`config.mk`:
```
export PLATFORM = sky130hd
export DESIGN_NAME = tx_frame_arbiter
export DESIGN_NICKNAME = d
export VERILOG_FILES = /design/src/rtl/tx_frame_arbiter.sv
export SDC_FILE = /design/constraint.sdc
export NUM_CORES = 1
export LEC_CHECK = 0
export BUFFER_PORTS_ARGS = -buffer_cell sky130_fd_sc_hd__buf_4
export CAP_MARGIN = 10
export CORE_MARGIN = 8
export CORE_UTILIZATION = 59
export DETAILED_ROUTE_END_ITERATION = 8
export GPL_TIMING_DRIVEN = 0
export PLACE_DENSITY = 0.89
export SKIP_CTS_REPAIR_TIMING = 1
export SLEW_MARGIN = 20
export SYNTH_ARGS = -nofsm -noshare
export SYNTH_HDL_FRONTEND = slang
export SYNTH_SLANG_ARGS = --single-unit
```
`constraint.sdc`:
```
create_clock -name fpga_clk_48 -period 8.9 [get_ports fpga_clk_48]
set_clock_uncertainty 0.1 [all_clocks]
set_input_delay 2.67 -clock fpga_clk_48 [delete_from_list [all_inputs] [get_ports fpga_clk_48]]
set_output_delay 2.67 -clock fpga_clk_48 [all_outputs]
set_load 0.03 [all_outputs]
```
`src/rtl/tx_frame_arbiter.sv`:
```
// Round-robin arbiter that wraps one channel's payload in a
// PREFIX/SRC/DEST/LEN header and streams it to a shared UART transmitter.
module tx_frame_arbiter #(
    parameter int unsigned N_CH      = 5,
    parameter logic [7:0]  PREFIX    = 8'hDD,
    parameter logic [7:0]  HOST_ADDR = 8'h01,
    parameter logic [7:0]  BASE_ADDR = 8'h02
) (
    input  logic              fpga_clk_48,
    input  logic              n_rst,
    input  logic [N_CH-1:0]   req_bus,
    input  logic [N_CH*8-1:0] len_bus,
    input  logic [N_CH*8-1:0] data_bus,
    input  logic [N_CH-1:0]   valid_bus,
    output logic [N_CH-1:0]   ready_bus,
    output logic [7:0]        tx_data,
    output logic              tx_valid,
    input  logic              tx_ready,
    output logic [N_CH-1:0]   grant,
    output logic              busy,
    output logic [2:0]        my_state
);

    localparam int unsigned IDX_W = (N_CH > 1) ? $clog2(N_CH) : 1;

    typedef enum logic [2:0] {
        StIdle    = 3'd0,
        StPrefix  = 3'd1,
        StSrc     = 3'd2,
        StDest    = 3'd3,
        StLen     = 3'd4,
        StPayload = 3'd5
    } state_e;

    state_e             state_q, state_d;
    logic [N_CH-1:0]    grant_q, grant_d;
    logic [IDX_W-1:0]   win_q, win_d;
    logic [IDX_W-1:0]   last_q, last_d;
    logic [7:0]         len_q, len_d;
    logic [7:0]         cnt_q, cnt_d;

    logic [IDX_W-1:0]   pick;
    logic               found;

    // Search upward from the channel after the last completed owner, wrapping.
    always_comb begin
        int unsigned idx;
        logic [IDX_W-1:0] cand;
        pick  = '0;
        found = 1'b0;
        idx   = 0;
        cand  = '0;
        for (int unsigned i = 1; i <= N_CH; i++) begin
            idx  = (32'(last_q) + i) % N_CH;
            cand = IDX_W'(idx);
            if (!found && req_bus[cand]) begin
                found = 1'b1;
                pick  = cand;
            end
        end
    end

    always_comb begin
        state_d   = state_q;
        grant_d   = grant_q;
        win_d     = win_q;
        last_d    = last_q;
        len_d     = len_q;
        cnt_d     = cnt_q;
        tx_valid  = 1'b0;
        tx_data   = 8'h00;
        ready_bus = '0;

        case (state_q)
            StIdle: begin
                if (found) begin
                    state_d       = StPrefix;
                    grant_d       = '0;
                    grant_d[pick] = 1'b1;
                    win_d         = pick;
                    len_d         = len_bus[8*pick +: 8];
                    cnt_d         = 8'h00;
                end
            end
            StPrefix: begin
                tx_valid = 1'b1;
                tx_data  = PREFIX;
                if (tx_ready) state_d = StSrc;
            end
            StSrc: begin
                tx_valid = 1'b1;
                tx_data  = BASE_ADDR + 8'(win_q);
                if (tx_ready) state_d = StDest;
            end
            StDest: begin
                tx_valid = 1'b1;
                tx_data  = HOST_ADDR;
                if (tx_ready) state_d = StLen;
            end
            StLen: begin
                tx_valid = 1'b1;
                tx_data  = len_q;
                if (tx_ready) begin
                    if (len_q != 8'h00) begin
                        state_d = StPayload;
                    end else begin
                        // Empty frame still counts as a turn for fairness.
                        state_d = StIdle;
                        grant_d = '0;
                        last_d  = win_q;
                    end
                end
            end
            StPayload: begin
                tx_valid         = valid_bus[win_q];
                tx_data          = data_bus[8*win_q +: 8];
                ready_bus[win_q] = tx_ready;
                if (valid_bus[win_q] && tx_ready) begin
                    cnt_d = cnt_q + 8'h01;
                    if (cnt_q == len_q - 8'h01) begin
                        state_d = StIdle;
                        grant_d = '0;
                        last_d  = win_q;
                    end
                end
            end
            default: begin
                state_d = StIdle;
                grant_d = '0;
            end
        endcase
    end

    always_ff @(posedge fpga_clk_48 or negedge n_rst) begin
        if (!n_rst) begin
            state_q <= StIdle;
            grant_q <= '0;
            win_q   <= '0;
            last_q  <= IDX_W'(N_CH - 1);
            len_q   <= 8'h00;
            cnt_q   <= 8'h00;
        end else begin
            state_q <= state_d;
            grant_q <= grant_d;
            win_q   <= win_d;
            last_q  <= last_d;
            len_q   <= len_d;
            cnt_q   <= cnt_d;
        end
    end

    assign grant    = grant_q;
    assign busy     = (state_q != StIdle);
    assign my_state = state_q;

endmodule

```
==> results.py, run 1 <==
metrics = {
    "route": {
        "vias": 5014,
        "drc_errors": 0,
        "vias_per_cell": 6.495,
        "wl_per_cell_um": 19.47,
        "drt_iter0_drc": 469,
        "dr.pass1.iters": 5,
        "drtAntennaViolNets": 0,
        "finalWirelength_um": 15030,
    },
    "die": {
        "fp.dieW_um": 102.4,
        "initial_utilization_pct": 60.74,
        "die_y_um": 102.4,
        "die-area_um2": 10490,
        "row_count": 31,
        "core-area_um2": 7253,
        "num_io_pins": 116,
    },
    "synthesis": {
        "synthAdderAreaFrac_pct": 7.100,
        "seq_area_frac_synth_pct": 17.07,
        "yosys-mux-area-fraction_pct": 7.867,
        "syn_area_um2": 4405,
        "netlist_instances": 553,
        "synth_edf_count": 0,
        "yosys_most_used_dff": "dfrtp_1",
        "synth_top_family_by_area": "compound AO/OA/AOI/OAI gates",
        "synth_common_cells": "43 x nand2_1, 42 x nor2_1, 31 x nand3_1",
        "synth.area.top_cells": "dfrtp_1 16%, ha_1 7.1%, mux4_2 4.6%, nand2_1 3.7%, nor2_1 3.6%",
        "avgSynthCellArea_um2": 7.967,
        "post-synth-top-area-cell": "dfrtp_1",
        "synthSimpleGateAreaFrac_pct": 26.24,
        "synth_xor_area_share_pct": 5.311,
        "synth_most_common_cell": "nand2_1",
        "ys_ff_latch": 30,
        "synth.distinct_cells": 83,
        "ys_warn_count": 0,
        "synth_nets": 671,
        "synthArstFlopShare_pct": 100.0,
        "yosys.area.top_type_share_pct": 16.47,
        "synth_compound_area_share_pct": 29.11,
    },
    "min_path": {
        "holdPathStages": 2,
        "min_from": "grant[4]$_DFFE_PN0P_",
        "hp-class": "flip-flop to flip-flop",
        "hold_path_end": "grant[4]$_DFFE_PN0P_",
    },
    "clock_network": {
        "clk_pin_slew_worst_paths_ns": 0.07,
        "numCtsBuffers": 5,
        "clockBufferDepth": 2,
        "cts_tree": "built",
        "clk_latency_ns": 0.28,
        "clock_sinks": 30,
        "cts.htree.levels": 2,
        "cts_root_buf": "clkbuf_8",
    },
    "grt": {
        "grt_usage_pct": 28.83,
        "met1_usage_pct": 37.00,
        "top_usage_layer": "met2",
        "grt_max_degree": 31,
        "grt_remaining_overflow": 0,
        "grt_pass1_wl_um": 24320,
        "grtUsageMet3_pct": 5.177,
        "grt_pass1_vias": 4953,
        "gr-usage-met2_pct": 48.88,
        "antenna_found_initial": 0,
    },
    "setup_path": {
        "reg2reg_depth": 21,
        "critPathRequiredTime_ns": 6.13,
        "critPathKind": "input pin to output pin",
        "worstPathArrival_ns": 4.06,
        "r2r_end": "len_q[7]$_DFFE_PN0P_",
        "rr_startpoint": "last_q[0]$_DFFE_PN0P_",
        "worstPathMaxFanout": 1,
        "cp-end-kind": "output pin",
        "start_kind": "input pin",
        "reg2reg_setup_slack_ns": 2.58,
    },
    "placed_design": {
        "port_buffers": 112,
        "place.gp.congestion": 0.9337,
        "dpl.hpwl_um": 12030,
    },
    "finish": {
        "multi_input_area_um2": 3337,
        "final_util_pct": 76.07,
        "register_area_um2": 752.0,
        "antenna_cells": 0,
        "area_growth_pct": 25.25,
        "fillers": 567,
        "fin_nets": 790,
        "layout-drive-gt1-share_pct": 25.26,
    },
    "sta": {
        "fmax_ghz": 0.1465,
        "setup-violations-final": 0,
        "fin_tns_setup_ns": 0,
        "worstMarginPinSlew_ns": 0.8985,
        "post-route-period-util_pct": 76.70,
        "rsz0062_at_grt": "no",
        "fin_crit_ns": 6.826,
        "maxSlewViolCount": 0,
        "hold_viol_final": 0,
        "slew_headroom_pct": 39.70,
    },
    "run_status": {
        "status": "completed",
    },
    "flow_run": {
        "cap_violations": 0,
    },
}
## worst max-delay path, cell delays in order
cell and delay (ns):
buf_4 0.11, mux4_2 0.47, a221o_1 0.31, a22oi_1 0.19, o21ai_0 0.12, buf_4 0.19
## flip-flops by register name (all words and copies together), names as in the netlist
name and flops:
cnt_q 8, len_q 8, grant 5, last_q 3, my_state 3, win_q 3
## how the worst max path moves through the flow
stage	start	to	slack, ns	cells after the start
6_report	data_bus[27]	tx_data[3]	2.07	6
3_5_place_dp	data_bus[27]	tx_data[3]	2.11	6
4_1_cts	data_bus[27]	tx_data[3]	2.11	6
3_3_place_gp	data_bus[27]	tx_data[3]	2.14	6
2_1_floorplan	data_bus[26]	tx_data[2]	2.29	4
5_1_grt	data_bus[27]	tx_data[3]	2.00	6
## per-layer routing
| metal | up-vias | part of all wire [%] |
|---|---|---|
| met2 | 261 | 49 |
| li1 | 2318 | - |
| met3 | 26 | 7.6 |
| met4 | 0 | 1.2 |
| met5 | - | 0 |
| met1 | 2409 | 42 |
## cell families after synthesis
| group | count (synthesis) |
|---|---|
| multiplexers | 23 |
| AO/OA/AOI/OAI | 166 |
| adder cells (fa/ha/maj) | 25 |
| AND/OR/NAND/NOR | 214 |
| flip-flops | 30 |
| buffers and inverters | 70 |
| XOR/XNOR | 25 |
## cells in the final DEF (no fill, tap or decap), drive strengths merged, types with 14 or more instances in the layout
cell,n
a21oi,15
and2,16
buf,133
clkbuf,29
dfrtp,29
ha,25
inv,25
nand2,44
nand3,31
nor2,43
nor3,14
o21ai,33
## final cells by class
cell class / count / area share (%)
Multi-Input combinational cell: 453 / 60.48
Timing Repair Buffer: 112 / 15.24
Sequential cell: 30 / 13.63
Buffer: 44 / 4.059
Tap cell: 99 / 2.245
Inverter: 26 / 1.769
Clock buffer: 6 / 1.497
Clock inverter: 2 / 1.088
## per-stage QoR
step           area, um^2  hold WS, ns  std cells  setup WS, ns
2_1_floorplan        4405       0.4234        553         2.287
3_3_place_gp         5370       0.3651        764         2.138
3_5_place_dp         5370       0.3645        764         2.111
4_1_cts              5513       0.3818        772         2.111
5_1_grt              5518       0.4330        772         2.001
6_report             5518       0.3787        772         2.074
Power of run 1 is left out: the tool's default activity adds up to more than one toggle a clock period on the data nets, which glitch-free logic cannot reach.
==> run 2: changes to the inputs <==
--- a/config.mk
+++ b/config.mk
@@ -5,13 +5,14 @@
 export SDC_FILE = /design/constraint.sdc
 export NUM_CORES = 1
 export LEC_CHECK = 0
+export ABC_AREA = 1
 export BUFFER_PORTS_ARGS = -buffer_cell sky130_fd_sc_hd__buf_4
 export CAP_MARGIN = 10
 export CORE_MARGIN = 8
-export CORE_UTILIZATION = 59
+export CORE_UTILIZATION = 54
 export DETAILED_ROUTE_END_ITERATION = 8
 export GPL_TIMING_DRIVEN = 0
-export PLACE_DENSITY = 0.89
+export PLACE_DENSITY = 0.84
 export SKIP_CTS_REPAIR_TIMING = 1
 export SLEW_MARGIN = 20
 export SYNTH_ARGS = -nofsm -noshare
==> constraint.sdc (replaced) <==
create_clock -name fpga_clk_48 -period 6.55 [get_ports fpga_clk_48]
set_clock_uncertainty 0.1 [all_clocks]
set_input_delay 1.965 -clock fpga_clk_48 [delete_from_list [all_inputs] [get_ports fpga_clk_48]]
set_output_delay 1.965 -clock fpga_clk_48 [all_outputs]
set_load 0.03 [all_outputs]
==> results.py, run 2 <==
metrics = {
    "finish": {
        "finalNonFillerCells": 885,
        "fin_nets": 903,
        "antenna_cells": 0,
        "layout_commonest_cell": "nand2_1",
        "fillers": 662,
        "area_growth_pct": 28.74,
        "mostFrequentLayoutCells": "184 x nand2_1, 119 x buf_4, 88 x inv_1, 77 x nand3_1, 68 x nor2_1",
        "layout-drive-gt1-share_pct": 20.36,
    },
    "synthesis": {
        "post-synth-top-area-cell": "dfrtp_1",
        "synth.area.top_cells": "dfrtp_1 18%, nand2_1 18%, nand3_1 9.8%, inv_1 8.4%, ha_1 8.0%",
        "synth_edf_count": 0,
        "seq_area_frac_synth_pct": 19.13,
        "syn_area_um2": 3931,
        "ys_ff_latch": 30,
        "synthArstFlopShare_pct": 100.0,
        "synth.distinct_cells": 42,
        "yosys.area.top_type_share_pct": 18.46,
        "ys_warn_count": 0,
        "synth_common_cells": "184 x nand2_1, 88 x inv_1, 77 x nand3_1",
        "netlist_instances": 663,
        "synth_nets": 781,
        "avgSynthCellArea_um2": 5.930,
        "synth_most_common_cell": "nand2_1",
        "yosys_most_used_dff": "dfrtp_1",
    },
    "setup_path": {
        "worstPathMaxFanout": 2,
        "critPathRequiredTime_ns": 4.49,
        "start_kind": "input pin",
        "worstPathArrival_ns": 2.98,
        "critPathKind": "input pin to output pin",
        "cp-end-kind": "output pin",
        "reg2reg_setup_slack_ns": 2.21,
    },
    "min_path": {
        "hp-class": "flip-flop to flip-flop",
    },
    "clock_network": {
        "numCtsBuffers": 5,
        "cts_root_buf": "clkbuf_8",
        "clk_latency_ns": 0.28,
        "clock_sinks": 30,
        "cts.htree.levels": 2,
        "clk_pin_slew_worst_paths_ns": 0.07,
        "clockBufferDepth": 2,
        "cts_tree": "built",
    },
    "route": {
        "wl_per_cell_um": 14.39,
        "drtAntennaViolNets": 0,
        "finalWirelength_um": 12740,
        "dr.pass1.iters": 5,
        "vias_per_cell": 5.397,
        "drc_errors": 0,
        "drt_iter0_drc": 313,
        "vias": 4776,
    },
    "sta": {
        "fin_tns_setup_ns": 0,
        "post-route-period-util_pct": 77.00,
        "rsz0062_at_grt": "no",
        "worstMarginPinSlew_ns": 1.071,
        "slew_headroom_pct": 28.02,
        "fin_crit_ns": 5.043,
        "setup-violations-final": 0,
        "maxSlewViolCount": 0,
        "hold_viol_final": 0,
        "fmax_ghz": 0.1983,
    },
    "grt": {
        "grt_pass1_vias": 4565,
        "grt_usage_pct": 24.25,
        "grt_pass1_wl_um": 20620,
        "grt_remaining_overflow": 0,
        "grt_max_degree": 31,
        "antenna_found_initial": 0,
    },
    "placed_design": {
        "port_buffers": 115,
        "dpl.hpwl_um": 10450,
        "dp_cells": 877,
        "place.gp.congestion": 0.9592,
    },
    "die": {
        "die_y_um": 101.3,
        "fp.dieW_um": 101.3,
        "die-area_um2": 10270,
        "core-area_um2": 7137,
        "num_io_pins": 116,
        "row_count": 31,
        "initial_utilization_pct": 55.08,
    },
    "run_status": {
        "status": "completed",
    },
    "flow_run": {
        "cap_violations": 0,
    },
}
run 2: area by class of cell:
| cell class | count | area, um^2 | share of cell area (%) |
|---|---|---|---|
| sequential | 30 | 752.0 | 14.86 |
| clock inverter | 2 | 60.06 | 1.187 |
| timing repair buffer | 115 | 863.3 | 17.06 |
| clock buffer | 6 | 82.58 | 1.632 |
| inverter | 94 | 352.8 | 6.972 |
| tap | 99 | 123.9 | 2.447 |
| multi-input combinational | 521 | 2731 | 53.97 |
| buffer | 18 | 95.09 | 1.879 |
run 2: critical path: stages:
cell and delay (ns):
buf_4 0.08, a21oi_1 0.06, a221oi_1 0.30, a21o_1 0.12
inv_1 0.05, o21ai_0 0.20, buf_4 0.21
run 2: path summary, 6_finish.rpt:
kind | from | to | depth (start not counted)
hold reg to reg | grant[4]$_DFFE_PN0P_ | grant[4]$_DFFE_PN0P_ | 2
max in group asynchronous | n_rst | last_q[2]$_DFFE_PN1P_ | 1
setup / recovery | valid_bus[1] | tx_valid | 7
min in group asynchronous | n_rst | cnt_q[7]$_DFFE_PN0P_ | 1
setup reg to reg | last_q[1]$_DFFE_PN0P_ | len_q[5]$_DFFE_PN0P_ | 29
hold / removal | grant[4]$_DFFE_PN0P_ | grant[4]$_DFFE_PN0P_ | 2
run 2: logic make-up (layout without fill, tap and decap cells):
group | count (synthesis) | after routing | share of synthesized area, %
muxes | 1 | 1 | 0.2864
adders and majority gates | 25 | 25 | 7.957
and+or+nand+nor | 380 | 380 | 43.51
buffers and inverters | 112 | 235 | 11.39
AOI/OAI and AO/OA | 102 | 102 | 14.83
DFF | 30 | 30 | 19.13
xor gates and xnor gates | 13 | 13 | 2.896
run 2: per-layer routing:
metal	wire length [um]	vias up	GRT usage [%]	share of wire, %
li1	-	2422	-	-
met1	5627	2156	30.71	44
met2	6211	176	41.60	49
met3	620	22	3.436	4.9
met4	278	0	7.102	2.2
met5	0	-	0	0
run 2: metrics by stage:
| stage | hold slack (ns) | instance area [um^2] | setup slack [ns] | util [%] |
|---|---|---|---|---|
| after floorplan | 0.3809 | 3931 | 1.389 | - |
| final | 0.3992 | 5061 | 1.507 | 70.92 |
| after global placement | 0.3775 | 4918 | 1.520 | 68.92 |
| after CTS | 0.4018 | 5061 | 1.525 | 70.92 |
| after detailed placement | 0.3765 | 4918 | 1.523 | 68.92 |
| after global routing | 0.4456 | 5061 | 1.372 | 70.92 |
Power of run 2 is left out for the same reason.
==> run 3: changes to the inputs <==
--- a/config.mk
+++ b/config.mk
@@ -5,14 +5,14 @@
 export SDC_FILE = /design/constraint.sdc
 export NUM_CORES = 1
 export LEC_CHECK = 0
-export ABC_AREA = 1
+export ABC_AREA = 0
 export BUFFER_PORTS_ARGS = -buffer_cell sky130_fd_sc_hd__buf_4
 export CAP_MARGIN = 10
 export CORE_MARGIN = 8
-export CORE_UTILIZATION = 54
+export CORE_UTILIZATION = 50
 export DETAILED_ROUTE_END_ITERATION = 8
 export GPL_TIMING_DRIVEN = 0
-export PLACE_DENSITY = 0.84
+export PLACE_DENSITY = 0.8
 export SKIP_CTS_REPAIR_TIMING = 1
 export SLEW_MARGIN = 20
 export SYNTH_ARGS = -nofsm -noshare
==> constraint.sdc (replaced) <==
create_clock -name fpga_clk_48 -period 4.62 [get_ports fpga_clk_48]
set_clock_uncertainty 0.1 [all_clocks]
set_input_delay 1.386 -clock fpga_clk_48 [delete_from_list [all_inputs] [get_ports fpga_clk_48]]
set_output_delay 1.386 -clock fpga_clk_48 [all_outputs]
set_load 0.03 [all_outputs]
==> results.py, run 3 (same netlist as run 1, synthesis figures left out) <==
metrics = {
    "sta": {
        "post-route-period-util_pct": 109.9,
        "fin_crit_ns": 5.078,
        "maxSlewViolCount": 0,
        "worstMarginPinSlew_ns": 1.075,
        "setup-violations-final": 25,
        "rsz0062_at_grt": "yes",
        "fmax_ghz": 0.1969,
        "final.setup.worst_slack_ns": -0.4579,
        "whs_ns": 0.4030,
        "hold_viol_final": 0,
        "slew_headroom_pct": 27.77,
    },
    "setup_path": {
        "start_kind": "flip-flop",
        "cp-end-kind": "flip-flop",
        "r2r_end": "len_q[1]$_DFFE_PN0P_",
        "worstPathArrival_ns": 5.15,
        "path_cells": "buf_8, buf_8, clkinv_4, clkbuf_16, ha_4, ha_4, nor4b_4, a211oi_4, xnor2_2, inv_2, ha_4, a2bb2oi_2, a21o_1, buf_6, nor3b_1, o211a_1, o311a_1, buf_4, a211oi_4, nor2_4, buf_8, nor3_4, nand3_1, o2111a_1",
        "max_stage_delay_ns": 0.44,
        "reg2reg_depth": 24,
        "reg2reg_setup_slack_ns": -0.46,
        "critPathRequiredTime_ns": 4.70,
        "slowest_stage": "dfrtp_2",
        "critPathKind": "flip-flop to flip-flop",
        "worstPathMaxFanout": 8,
        "rr_startpoint": "last_q[0]$_DFFE_PN0P_",
    },
    "grt": {
        "grt_max_degree": 31,
        "grt_usage_pct": 24.46,
        "grt_remaining_overflow": 0,
        "grt_pass1_wl_um": 24020,
        "antenna_found_initial": 0,
        "grt_pass1_vias": 4924,
    },
    "route": {
        "vias_per_cell": 6.470,
        "drc_errors": 0,
        "finalWirelength_um": 17300,
        "wl_per_cell_um": 20.99,
        "drtAntennaViolNets": 0,
        "vias": 5331,
        "dr.pass1.iters": 5,
        "drt_iter0_drc": 459,
    },
    "min_path": {
        "hp-class": "flip-flop to flip-flop",
        "holdPathStages": 2,
        "min_from": "grant[4]$_DFFE_PN0P_",
        "hold_path_end": "grant[4]$_DFFE_PN0P_",
    },
    "clock_network": {
        "cts_root_buf": "clkbuf_8",
        "numCtsBuffers": 5,
        "clockBufferDepth": 2,
        "clock_sinks": 30,
        "clk_latency_ns": 0.29,
        "cts.htree.levels": 2,
        "cts_tree": "built",
        "clk_pin_slew_worst_paths_ns": 0.07,
    },
    "finish": {
        "layout_commonest_cell": "buf_4",
        "fin_nets": 833,
        "mostFrequentLayoutCells": "152 x buf_4, 41 x nand2_1, 31 x nor2_1, 30 x nand3_1, 27 x dfrtp_1",
        "area_growth_pct": 44.76,
        "final_util_pct": 73.85,
        "antenna_cells": 0,
        "finalNonFillerCells": 824,
        "layout-drive-gt1-share_pct": 38.27,
    },
    "placed_design": {
        "dpl.hpwl_um": 11870,
        "place.gp.congestion": 0.9713,
        "port_buffers": 112,
        "dp_cells": 773,
    },
    "die": {
        "fp.dieW_um": 109.9,
        "initial_utilization_pct": 51.01,
        "core-area_um2": 8636,
        "die_y_um": 109.9,
        "num_io_pins": 116,
        "row_count": 34,
        "die-area_um2": 12070,
    },
    "run_status": {
        "status": "finished with violations",
        "violations": "negative setup slack",
    },
    "flow_run": {
        "cap_violations": 0,
    },
}
-- run 3: routing by layer --
layer / up-vias / routed length [um] / track usage (%)
met5: - / 0 / 0
met4: 0 / 423 / 10.32
met3: 44 / 1225 / 4.807
met2: 267 / 9199 / 42.47
met1: 2613 / 6448 / 28.67
li1: 2407 / - / -
-- run 3: worst max-delay path by stage --
stage                                     start                 endpoint  slack [ns]  depth (start not counted)
after floorplan           last_q[0]$_DFFE_PN0P_  my_state[0]$_DFFE_PN0P_       -0.02                         20
after global placement    last_q[0]$_DFFE_PN0P_     len_q[3]$_DFFE_PN0P_       -0.74                         22
after detailed placement  last_q[0]$_DFFE_PN0P_     len_q[1]$_DFFE_PN0P_       -0.77                         22
after CTS                 last_q[0]$_DFFE_PN0P_     len_q[1]$_DFFE_PN0P_       -0.82                         22
after global routing      last_q[0]$_DFFE_PN0P_     len_q[1]$_DFFE_PN0P_       -0.59                         24
final                     last_q[0]$_DFFE_PN0P_     len_q[1]$_DFFE_PN0P_       -0.46                         24
-- run 3: layout make-up --
class                           instances  area [um^2]
Multi-Input combinational cell        453         3702
Buffer                                 43        315.3
Clock buffer                            6        82.58
Clock inverter                          2        60.06
Tap cell                              108        135.1
Inverter                               26        108.9
Timing Repair Buffer                  156         1219
Fill cell                             640         2258
Sequential cell                        30        754.5
-- run 3: worst max-delay path: cells and delay by family, from the launching register on --
kind | cells | cell delay, ns
AOI/OAI and AO/OA | 7 | 1.56
buffers and inverters | 8 | 1.03
and+or+nand+nor | 5 | 0.97
adders and majority gates | 3 | 0.66
DFF | 1 | 0.44
xor gates and xnor gates | 1 | 0.20
-- run 3: through the flow --
| step | setup slack, ns | TNS [ns] | area (um^2) |
|---|---|---|---|
| 2_1_floorplan | -0.02007 | -0.07557 | 4516 |
| 4_1_cts | -0.8235 | -13.24 | 5634 |
| 3_3_place_gp | -0.7419 | -11.72 | 5492 |
| 5_1_grt | -0.5859 | -10.75 | 6377 |
| 6_report | -0.4579 | -7.986 | 6377 |
| 3_5_place_dp | -0.7658 | -12.48 | 5492 |
Power of run 3 is left out for the same reason.
